<file path="src/rtl/track_section_arbiter.sv">
// rtl/track_section_arbiter.sv - round-robin track section arbiter; optional hold watchdog via TRACK_WATCHDOG_EN
module track_section_arbiter #(
    parameter int NTRAIN       = 2,
    parameter int SETTLE_CYC   = 4,
    parameter int CLEAR_CYC    = 2,
    parameter int HOLD_TIMEOUT = 64
) (
    input  logic              Clock,
    input  logic              RESET,
    input  logic [NTRAIN-1:0] REQ,
    input  logic [NTRAIN-1:0] EXIT,
    output logic [NTRAIN-1:0] GO,
    output logic [1:0]        ROUTE,
    output logic              BUSY,
    output logic              FAULT
);

    localparam int MAX_SC = (SETTLE_CYC > CLEAR_CYC) ? SETTLE_CYC : CLEAR_CYC;
    localparam int MAX_ALL = (MAX_SC > HOLD_TIMEOUT) ? MAX_SC : HOLD_TIMEOUT;
    localparam int CW = $clog2(MAX_ALL + 1);
    localparam logic [CW-1:0] SETTLE_LD = CW'(SETTLE_CYC - 1);
    localparam logic [CW-1:0] CLEAR_LD  = CW'(CLEAR_CYC - 1);
`ifdef TRACK_WATCHDOG_EN
    localparam logic [CW-1:0] HOLD_LAST = CW'(HOLD_TIMEOUT - 1);
`endif

    typedef enum logic [2:0] {
        S_IDLE,
        S_SETTLE,
        S_HOLD,
        S_CLEAR,
        S_FAULT
    } state_t;

    state_t          state;
    logic [CW-1:0]   cnt;
    logic [1:0]      rr;
    logic [1:0]      win;
    logic [1:0]      rr_next;
    logic            owner_exit;
    int              scan_idx;

    // Round-robin pick: scan downward so the offset closest to rr is assigned last and wins
    always_comb begin
        win      = rr;
        scan_idx = 0;
        for (int k = NTRAIN - 1; k >= 0; k--) begin
            scan_idx = int'(rr) + k;
            if (scan_idx >= NTRAIN) scan_idx = scan_idx - NTRAIN;
            if (REQ[scan_idx]) win = 2'(scan_idx);
        end
    end

    // GO is one-hot on the owner during HOLD, so masking EXIT with it isolates the owner's sensor
    assign owner_exit = |(EXIT & GO);
    assign rr_next    = (ROUTE == 2'(NTRAIN - 1)) ? 2'd0 : ROUTE + 2'd1;

`ifndef TRACK_WATCHDOG_EN
    assign FAULT = 1'b0;
`endif

    // Arbitration FSM with registered GO/ROUTE/BUSY (and FAULT when the watchdog is built in)
    always_ff @(posedge Clock or negedge RESET) begin
        if (!RESET) begin
            state <= S_IDLE;
            GO    <= '0;
            ROUTE <= 2'd0;
            BUSY  <= 1'b0;
            rr    <= 2'd0;
            cnt   <= '0;
`ifdef TRACK_WATCHDOG_EN
            FAULT <= 1'b0;
`endif
        end else begin
            case (state)
                S_IDLE: begin
                    if (|REQ) begin
                        ROUTE <= win;
                        cnt   <= SETTLE_LD;
                        BUSY  <= 1'b1;
                        state <= S_SETTLE;
                    end
                end
                S_SETTLE: begin
                    if (cnt == '0) begin
                        GO    <= NTRAIN'(1) << ROUTE;
                        state <= S_HOLD;
                    end else begin
                        cnt <= cnt - 1'b1;
                    end
                end
                S_HOLD: begin
                    if (owner_exit) begin
                        GO    <= '0;
                        cnt   <= CLEAR_LD;
                        state <= S_CLEAR;
`ifdef TRACK_WATCHDOG_EN
                    end else if (cnt == HOLD_LAST) begin
                        GO    <= '0;
                        FAULT <= 1'b1;
                        state <= S_FAULT;
                    end else begin
                        cnt <= cnt + 1'b1;
`endif
                    end
                end
                S_CLEAR: begin
                    if (cnt == '0) begin
                        BUSY  <= 1'b0;
                        rr    <= rr_next;
                        state <= S_IDLE;
                    end else begin
                        cnt <= cnt - 1'b1;
                    end
                end
                S_FAULT: begin
                    state <= S_FAULT;
                end
                default: begin
                    GO    <= '0;
                    BUSY  <= 1'b0;
                    state <= S_IDLE;
                end
            endcase
        end
    end

endmodule

</file>
<file path="config.mk">
export PLATFORM = sky130hd
export DESIGN_NAME = track_section_arbiter
export DESIGN_NICKNAME = d
export VERILOG_FILES = /design/src/rtl/track_section_arbiter.sv
export SDC_FILE = /design/constraint.sdc
export NUM_CORES = 1
export LEC_CHECK = 0
export ABC_CLOCK_PERIOD_IN_PS = 5800
export CAP_MARGIN = 20
export CORE_MARGIN = 5
export CORE_UTILIZATION = 55
export CTS_CLUSTER_SIZE = 12
export DETAILED_ROUTE_END_ITERATION = 16
export PLACE_DENSITY = 0.75
export SLEW_MARGIN = 0
export SYNTH_ARGS = -nofsm -noshare
export SYNTH_HDL_FRONTEND = slang
export SYNTH_SLANG_ARGS = --single-unit
</file>
<file path="constraint.sdc">
create_clock -name Clock -period 5.8 [get_ports Clock]
set_clock_uncertainty 0.2 [all_clocks]
set_input_delay 0.58 -clock Clock [delete_from_list [all_inputs] [get_ports Clock]]
set_output_delay 0.58 -clock Clock [all_outputs]
set_load 0.01 [all_outputs]
</file>
# Yosys cells after proc, flatten, opt, wreduce, memory -nomap -nowiden
# Index checks and enable logic that the tools add are counted.
dict set report classes {
  n_addsub 5
  magnitude_cmp 4
  n_eq_ne 10
  shifts 1
  n_mux 26
  bitwise_logic 3
  n_reduce_logical 14
}
# operator n
set ops {}
lappend ops {{$lt 32x3->1 const B} 2}
lappend ops {{$mux 32} 2}
lappend ops {{$mux 7} 3}
lappend ops {{$pmux 7 s3} 1}
lappend ops {{$pmux 3 s5} 1}
lappend ops {{$mux 3} 4}
lappend ops {{$mux 2} 5}
lappend ops {{$ne 2x2->1 const B} 5}
lappend ops {{$mux 1} 8}
lappend ops {{$reduce_and 4->1} 2}
lappend ops {{$logic_not 7->1} 1}
lappend ops {{$sub 7x1->7 const B} 1}
lappend ops {{$eq 3x2->1 const B} 2}
lappend ops {{$pmux 2 s3} 1}
lappend ops {{$reduce_and 3->1} 2}
lappend ops {{$reduce_or 2->1} 3}
lappend ops {{$reduce_or 3->1} 2}
lappend ops {{$reduce_and 2->1} 2}
lappend ops {{$sub 3x2->4 const B} 1}
lappend ops {{$add 2x1->3 const B} 1}
lappend ops {{$eq 3x1->1 const B} 1}
lappend ops {{$eq 3x3->1 const B} 1}
lappend ops {{$ge 3x2->1 const B} 1}
lappend ops {{$logic_not 3->1} 1}
lappend ops {{9 further kinds} 10}
dict set report word_totals {
  ff_bits 17
  input_bits 6
  output_inout_bits 6
  wordCells 69
}

# Longest topological paths before layout
# Gate-level depths: netlist of the first run.
dict set report depth {
  depth_word 8
  ltp_mapped 6
  ltp_nobuf 6
}

# Worst setup path after synthesis of the first run
# No wires, ideal clock.
dict set report synth_timing {
  path_type {input -> register}
  from {in EXIT[0]}
  to {reg cnt[5]}
  setup_ps 79
  arrival_time_ps 1579
  required_ps 5521
  setup_slack_ps 3941
  stages 5
  path_cell_list {a22oi_1 -> a2111o_1 -> buf_2 -> a21oi_2 -> mux2i_1}
}
dict set report synth_between {
  elab_chain_len 4
}
# element line
set synth_lines {}
lappend synth_lines {{start, declared} 11} ;# input logic [NTRAIN-1:0] EXIT,
lappend synth_lines {{$and 2x2->2} 55} ;# assign owner_exit = |(EXIT & GO);
lappend synth_lines {{$reduce_or 2->1} 55}
lappend synth_lines {{$ne 2x2->1 (no source line)} --}
lappend synth_lines {{$reduce_and 4->1 (no source line)} --}
lappend synth_lines {{end signal, assigned} 89} ;# cnt <= cnt - 1'b1;
lappend synth_lines {{end signal, assigned} 113} ;# cnt <= cnt - 1'b1;
lappend synth_lines {{end, declared} 36} ;# logic [CW-1:0] cnt;
# No other way between the ends.
# A chain may end at the register's enable or synchronous reset.

# Final worst setup path of the first run
dict set report layout_timing {
  from {in REQ[1]}
  to {reg cnt[4]}
}
dict set report layout_between {
  elab_chain_len 3
}
# element line
set layout_lines {}
lappend layout_lines {{start, declared} 10} ;# input logic [NTRAIN-1:0] REQ,
lappend layout_lines {{$reduce_or 2->1} 77} ;# if (|REQ) begin
lappend layout_lines {{$ne 2x2->1 (no source line)} --}
lappend layout_lines {{$reduce_and 4->1 (no source line)} --}
# No other way between the ends.

==> results of run 1 <==
## worst max-delay path by stage
| stage | cells past startpoint | slack (ps) | endpoint | startpoint |
|---|---|---|---|---|
| 2_1_floorplan | 5 | 3940 | cnt[5] | EXIT[0] |
| 3_3_place_gp | 5 | 3280 | cnt[4] | REQ[1] |
| 3_5_place_dp | 5 | 3250 | cnt[6] | EXIT[0] |
| 4_1_cts | 5 | 3560 | cnt[6] | EXIT[0] |
| 5_1_grt | 5 | 3470 | cnt[6] | EXIT[0] |
| 6_report | 5 | 3550 | cnt[4] | REQ[1] |
## report_power, final
part	leakage, uW	switching, uW	total [uW]	internal [uW]
Combinational	0.000252	140	258	117
Sequential	0.000211	54.8	218	163
Clock	0.0000150	36.8	63.5	26.7
## layout by cell type, fill, tap and decap left out
cell and n:
dfrtp_1 17, nand2_1 16, clkdlybuf4s50_1 10, nand2b_1 6, a21oi_1 6, inv_1 5, o21ai_0 5, nor2_1 4
o211ai_1 4, mux2i_1 4, nor3_1 3, o31ai_1 3, nand3_1 3, clkbuf_4 3, nor2b_1 2, nand4_1 2
ha_1 2, nor4_4 1, a22oi_1 1, a2111o_1 1, a21o_1 1, and2_4 1, or3_1 1, nand4b_1 1
o22a_1 1, o21bai_1 1, and2_1 1, or4b_1 1, o21ai_1 1, xor2_1 1, inv_2 1, a21oi_2 1
conb_1 1, clkbuf_1 1
## worst max-delay path, cell delays in order
cell	delay, ps
clkdlybuf4s50_1	560
nor3_1	70
a2111o_1	580
and2_4	240
o31ai_1	220
## registers in the layout, indices dropped and copies added, names as in the netlist
signal,cells
BUSY,1
state,3
GO,2
ROUTE,2
rr,2
cnt,7
## cells by family (layout without fill, tap and decap cells)
| family | Yosys count | after routing | share of synthesized area |
|---|---|---|---|
| simple gates | 42 | 42 | 0.2408 |
| compound gates | 25 | 25 | 0.1724 |
| flops | 17 | 17 | 0.4474 |
| buf+inv | 11 | 20 | 0.05789 |
| mux | 4 | 4 | 0.04211 |
| fa+ha+maj | 2 | 2 | 0.02631 |
| other cells | 1 | 1 | 0.003944 |
| xor+xnor | 1 | 1 | 0.009212 |
## area by class of cell
class                      count  area, um2
inverter                       6      22.52
fill                         140      623.1
sequential                    17      425.4
tap                           17      21.27
multi-input combinational     75      470.5
clock buffer                   4      26.28
timing repair buffer          10      100.1
## cells in the mapped netlist (3+ instances only)
| cell | n |
|---|---|
| dfrtp_1 | 17 |
| nand2_1 | 16 |
| a21oi_1 | 6 |
| nand2b_1 | 6 |
| inv_1 | 5 |
| o21ai_0 | 5 |
| mux2i_1 | 4 |
| nor2_1 | 4 |
| o211ai_1 | 4 |
| nand3_1 | 3 |
| nor3_1 | 3 |
| o31ai_1 | 3 |
## through the flow
step	area [um2]	hold slack (ps)	power [uW]
after CTS	1066	300.0	541.0
after detailed placement	1040	275.2	475.5
after global routing	1066	319.9	586.0
after floorplan	950.9	84.41	398.1
after global placement	1040	272.5	462.6
final	1066	296.0	538.8
## routing by layer
layer,vias up,share of wire,global-route usage,wire [um]
met2,21,0.48,0.2712,936
met3,4,0.063,0.04871,122
met1,358,0.44,0.1989,847
met4,0,0.022,0.07860,42
li1,382,-,-,-
met5,-,0,0,0
==> results_dict.tcl, run 1 <==
set metrics [dict create \
    final_layout_size_suffix_gt1_frac 0.06250 \
    first_global_vias 723 \
    dp_cells 125 \
    crit_fanout 13 \
    drc 0 \
    async_reset_ff_frac 1.000 \
    critPathKind "in2reg" \
    fmax_mhz 444.1 \
    syn_area_per_cell_um2 9.232 \
    synth_edf_count 0 \
    hp-class "reg2reg" \
    drv_cap 0 \
    min_to "rr[1]" \
    synthTopCellsByArea "dfrtp_1 (45%), nand2_1 (6.3%), mux2i_1 (4.2%), nand2b_1 (3.9%), a21oi_1 (3.2%)" \
    grt_max_degree 18 \
    rsz0062_at_grt "false" \
    run_status "finished clean" \
    synth_seq_cells 17 \
    grtUsageTotal 0.1659 \
    finalSetupViolCount 0 \
    cellLeakagePower_uw 0.0004786 \
    fin_crit_sh 0.3882 \
    cts.sinks 17 \
    r2r_end "cnt[6]" \
    cts_resized 0 \
    grt_pass1_wl_mm 3.243 \
    fp.dieW_um 51.58 \
    clk_path_buf_depth 2 \
    synth-seq-area-share 0.4474 \
    die_h_um 51.58 \
    arrival_ps 2250 \
    cts_buffers 3 \
    start_util 0.5630 \
    synth_cell_types 35 \
    coreArea_um2 1689 \
    ant_nets 0 \
    synth_ff_type "dfrtp_1" \
    htreeDepth 1 \
    vdd_drop_max_uv 311.6 \
    final_core_util 0.6311 \
    port_buffers 10 \
    setup_ws_ps 3548 \
    syn_nets 111 \
    reg2reg_slack_ps 3810 \
    synth_warnings 0 \
    antenna_found_initial 0 \
    overflow 0 \
    vias_per_cell 5.930 \
    reg2reg_from "cnt[0]" \
    syn_area_um2 950.9 \
    place_congestion 0.9110 \
    powerDensity_nw_per_um2 505.4 \
    netlist.area_leader.share 0.4474 \
    cts_tree "done" \
    clk_latency_ps 280 \
    syn_to_final_growth_pct 12.11 \
    synth_top_area_cell "dfrtp_1" \
    hold_viol 0 \
    diodes 0 \
    nNetsFinal 121 \
    dr_total_vias 765 \
    rows 15 \
    crit_required_ps 5800 \
    finalSetupTns_ps 0 \
    synthCells 103 \
    wl_per_cell_um 15.09 \
    hold_start "rr[1]" \
    drt_wl_total_mm 1.947 \
    clock-root-buffer "clkbuf_4" \
    firstDrtPassIters 4 \
    ctsHoldBuffers 0 \
    endpoint_kind "flip-flop" \
    rr_worst_depth 6 \
    post-cts-setup-buffers 0 \
    pre_cts_ws_ps 3249 \
    drt_iter0_markers 24 \
    maxSlewHeadroom 0.4890 \
    whs_path_depth 2 \
    worstMarginPinSlew_ps 764.2 \
    die_area_um2 2661 \
    fin_cells 129 \
    clk_pin_slew_worst_paths_ps 100 \
    slew_viol_final 0 \
    dp_hpwl_mm 1.423 \
    period_needed_ps 2252 \
    io_pins 12 \
    cp-start-kind "input pin" \
]
(Power assumes the default switching activity.)
==> inputs of run 2 (changes only) <==
Settings changed: ABC_CLOCK_PERIOD_IN_PS 5800 to 2060, CORE_ASPECT_RATIO set to 1.4, CORE_UTILIZATION 55 to 48, PLACE_DENSITY 0.75 to 0.69.
Clock period 5.8 ns to 2.06 ns, I/O delays scaled along.
==> run 2 against run 1 <==
Critical path depth is 1 higher. Sequential power grew to 2.8 times the previous value. Non-clock buffer count is 8 higher. Largest power group unchanged. Die area is 12% higher. Clock power grew to 2.9 times the previous value. Hold slack worse by 260 ps.
==> results_dict.tcl, run 2 (synthesis results as in run 1) <==
set metrics [dict create \
    rsz0062_at_grt "false" \
    drc 0 \
    worst_hold_slack_ps 39.76 \
    cts_buffers 3 \
    ctsHoldBuffers 0 \
    critPathKind "reg2reg" \
    syn_to_final_growth_pct 18.95 \
    cts_resized 0 \
    rows 19 \
    diodes 0 \
    top_register "cnt" \
    run_status "finished clean" \
    grtUsageTotal 0.1547 \
    antenna_found_initial 0 \
    endpoint_kind "flip-flop" \
    final_cell_mix "dfrtp_1 (17), nand2_1 (16), clkdlybuf4s50_1 (10)" \
    period_needed_ps 1955 \
    clk_path_buf_depth 2 \
    final_layout_size_suffix_gt1_frac 0.1250 \
    finalSetupTns_ps 0 \
    grtUsageMet3 0.02017 \
    die_area_um2 2984 \
    dr_total_vias 777 \
    reg2reg_slack_ps 110 \
    die_h_um 62.67 \
    hold_viol 0 \
    fp.dieW_um 47.62 \
    fin_area_um2 1131 \
    arrival_ps 2000 \
    clk_pin_slew_worst_paths_ps 100 \
    reg2reg_from "cnt[1]" \
    start_util 0.4938 \
    largest_register_ffs 7 \
    clock-root-buffer "clkbuf_4" \
    dp_cells 137 \
    wl_per_cell_um 14.01 \
    placed_cell_area_um2 1105 \
    grt.busiest_layer "met2" \
    nNetsFinal 129 \
    dp_hpwl_mm 1.521 \
    cellLeakagePower_uw 0.0005165 \
    grt_use_met2 0.2617 \
    fmax_mhz 511.6 \
    overflow 0 \
    post-cts-setup-buffers 0 \
    finalSetupViolCount 0 \
    cts_tree "done" \
    met1_usage 0.1724 \
    ant_nets 0 \
    first_global_vias 843 \
    fillers 176 \
    r2r_end "cnt[6]" \
    crit_required_ps 2100 \
    rr_worst_depth 6 \
    crit_fanout 8 \
    hp-class "in2async" \
    final_core_util 0.5874 \
    vdd_drop_max_uv 746.7 \
    place_congestion 0.8666 \
    largestRegisters "cnt (7), state (3)" \
    cts.sinks 17 \
    drt_iter0_markers 4 \
    clk_latency_ps 290 \
    firstDrtPassIters 4 \
    slew_viol_final 0 \
    vias_per_cell 5.511 \
    powerDensity_nw_per_um2 1396 \
    io_pins 12 \
    fin_crit_sh 0.9488 \
    grt_max_degree 18 \
    htreeDepth 1 \
    fin_cells 141 \
    grt_pass1_wl_mm 3.463 \
    drt_wl_total_mm 1.976 \
    coreArea_um2 1926 \
    cp-start-kind "flip-flop" \
    drv_cap 0 \
    mostFrequentLayoutCell "dfrtp_1" \
    port_buffers 10 \
]
## run 2: changes by cell type in the layout (fill, tap and decap cells not counted)
| cell | delta |
|---|---|
| buf_4 | +8 |
## run 2: layout make-up
class                      count  area [um2]  area share
clock buffer                   4       26.28     0.02323
sequential                    17       425.4      0.3761
multi-input combinational     75       470.5      0.4159
tap                           21       26.28     0.02323
inverter                       6       22.52     0.01991
timing repair buffer          18       160.2      0.1416
## run 2: critical path, cell delays in order, from the launching register on
cell and delay, ps:
dfrtp_1 380, inv_1 80, ha_1 170, nor2b_1 170, a21o_1 290, or4b_1 530
nand2_1 80
## run 2: power breakdown
group	switching [uW]	total (uW)	leakage, uW	internal, uW
Sequential	146	604	0.000211	459
Clock	108	183	0.0000150	75.4
Combinational	403	791	0.000290	388
Total	657	1580	0.000516	922
## run 2: metal layers
layer,routed length [um],vias up
met1,800,361
met4,39,0
met2,1040,18
li1,-,392
met3,96,6
met5,0,-
## run 2: how the worst max path moves through the flow
stage,end,depth (start not counted),from,slack [ps]
6_report,cnt[6],6,cnt[1],110
2_1_floorplan,cnt[6],6,cnt[0],250
3_3_place_gp,cnt[3],5,EXIT[0],40
3_5_place_dp,cnt[3],5,EXIT[0],-20
4_1_cts,cnt[6],6,cnt[1],100
5_1_grt,cnt[6],6,cnt[1],0.6
## run 2: per-stage QoR
stage | total power [uW] | worst slack (ps)
3_5_place_dp | 1404 | -23.16
2_1_floorplan | 1121 | 249.3
6_report | 1579 | 105.5
4_1_cts | 1588 | 97.96
5_1_grt | 1725 | 0.6475
3_3_place_gp | 1379 | 39.08
==> inputs of run 3 (changes only) <==
Settings changed: CORE_ASPECT_RATIO 1.4 to not set, CORE_UTILIZATION 48 to 54, DONT_BUFFER_PORTS set to 1, PLACE_DENSITY 0.69 to 0.68, SETUP_SLACK_MARGIN set to 0.5.
==> run 3 against run 2 <==
Critical path depth is 2 lower. Total power is 23% higher. Register-to-register slack improved by 160 ps. Combinational power grew 42%. Final cell count increased by 6.4%. Critical endpoint unchanged. First-iteration DRC count grew to 3.8 times the previous value.
==> results_dict.tcl, run 3 (synthesis results as in run 1) <==
set metrics [dict create \
    run_status "finished clean" \
    first_global_vias 834 \
    critPathKind "reg2reg" \
    hold_viol 0 \
    worst_hold_slack_ps 119.9 \
    largestRegisters "cnt (7), state (3)" \
    htreeDepth 1 \
    rsz0062_at_grt "true" \
    firstDrtPassIters 4 \
    critPathBufInv 0 \
    path_common_cell "nand2_1" \
    placed_cell_area_um2 972.2 \
    reg2reg_from "cnt[3]" \
    grt_pass1_wl_mm 3.767 \
    grt_max_degree 18 \
    largest_register_ffs 7 \
    grtUsageTotal 0.1902 \
    slew_viol_final 0 \
    coreArea_um2 1708 \
    antenna_found_initial 0 \
    vias_per_cell 5.640 \
    place_congestion 0.8396 \
    nNetsFinal 134 \
    final_layout_size_suffix_gt1_frac 0.3680 \
    top_register "cnt" \
    overflow 0 \
    port_buffers 0 \
    final_cell_mix "nand2_1 (16), buf_4 (16), dfrtp_1 (13)" \
    crit_family "simple AND/OR/NAND/NOR gates" \
    critical-path-max-stage-delay_ps 490 \
    drc 0 \
    die_area_um2 2700 \
    fmax_mhz 558.7 \
    fin_crit_sh 0.8689 \
    start_util 0.5568 \
    rows 15 \
    rr_worst_depth 4 \
    fin_area_um2 1257 \
    diodes 0 \
    finalSetupViolCount 0 \
    worstMarginPinSlew_ps 758.8 \
    cp.depth 4 \
    wl_per_cell_um 14.95 \
    die_h_um 51.97 \
    endpoint_kind "flip-flop" \
    clock-root-buffer "clkbuf_4" \
    dp_hpwl_mm 1.333 \
    drv_cap 0 \
    io_pins 12 \
    hp-class "in2reg" \
    cts.sinks 17 \
    reg2reg_slack_ps 270 \
    crit_fanout 4 \
    crit_required_ps 2110 \
    cts_tree "done" \
    path_cells "nor4_4 > nand2_1 > or4b_1 > nand2_1" \
    powerDensity_nw_per_um2 1541 \
    r2r_end "cnt[6]" \
    vdd_drop_max_uv 811.9 \
    slowest_stage "or4b_1" \
    clk_latency_ps 300 \
    arrival_ps 1840 \
    fp.dieW_um 51.97 \
    syn_to_final_growth_pct 32.24 \
    cp-endpoint "cnt[6]" \
    drt_iter0_markers 15 \
    dr_total_vias 846 \
    clk_pin_slew_worst_paths_ps 100 \
    ant_nets 0 \
    drt_wl_total_mm 2.243 \
    cp-start-kind "flip-flop" \
    cts_buffers 3 \
    maxSlewHeadroom 0.4924 \
    finalSetupTns_ps 0 \
    cellLeakagePower_uw 0.0005576 \
    clk_path_buf_depth 2 \
    period_needed_ps 1790 \
    startpoint "cnt[3]" \
]
run 3: worst min-delay path by stage:
stage / cells past startpoint / slack [ps] / start / end
final: 4 / 120 / REQ[0] / BUSY
after global routing: 4 / 120 / REQ[0] / BUSY
after CTS: 4 / 100 / REQ[0] / BUSY
after detailed placement: 0 / -290 / RESET / state[1]
after global placement: 0 / -290 / RESET / BUSY
after floorplan: 0 / -290 / RESET / BUSY
run 3: layout make-up:
| type | instances | area, um2 |
|---|---|---|
| flip-flops and latches | 17 | 430.4 |
| inverters | 6 | 22.52 |
| fillers | 118 | 450.4 |
| clock buffers | 4 | 26.28 |
| repair buffers | 23 | 195.2 |
| well taps | 25 | 31.28 |
| multi-input cells | 75 | 551.8 |
run 3: timing repair:
item / CTS / global route
endpoints found under the hold margin: 19 / 0
setup endpoints to repair: 13 / 16
gates resized for setup: 13 / 13
hold buffers: 3 / 0
pin swaps: 9 / 9
setup buffers: 14 / 5
run 3: worst register-to-register path: stages (launching register included):
cell and delay, ps:
dfrtp_2 450, nor4_4 400, nand2_1 130, or4b_1 490, nand2_1 70
run 3: power by group:
group,internal (uW),switching (uW)
Clock,75.5,105
Sequential,464,171
Combinational,590,533
Total,1130,809
run 3: layer usage:
metal  GRT usage  vias up  routed length [um]
li1            -      403                   -
met1      0.2369      411                 970
met2      0.2971       23                1073
met3     0.06590        9                 119
met4     0.07860        0                  80
met5           0        -                   0
run 3: stage by stage:
stage / worst slack (ps) / std cells / power [uW] / util
floorplan: 380.5 / 103 / 1157 / -
CTS: 303.6 / 145 / 1738 / 0.6828
finish: 270.1 / 150 / 1938 / 0.7363
detailed placement: 188.5 / 124 / 1285 / 0.5692
global placement: 205.7 / 124 / 1264 / 0.5692
global route: 188.4 / 150 / 2104 / 0.7363
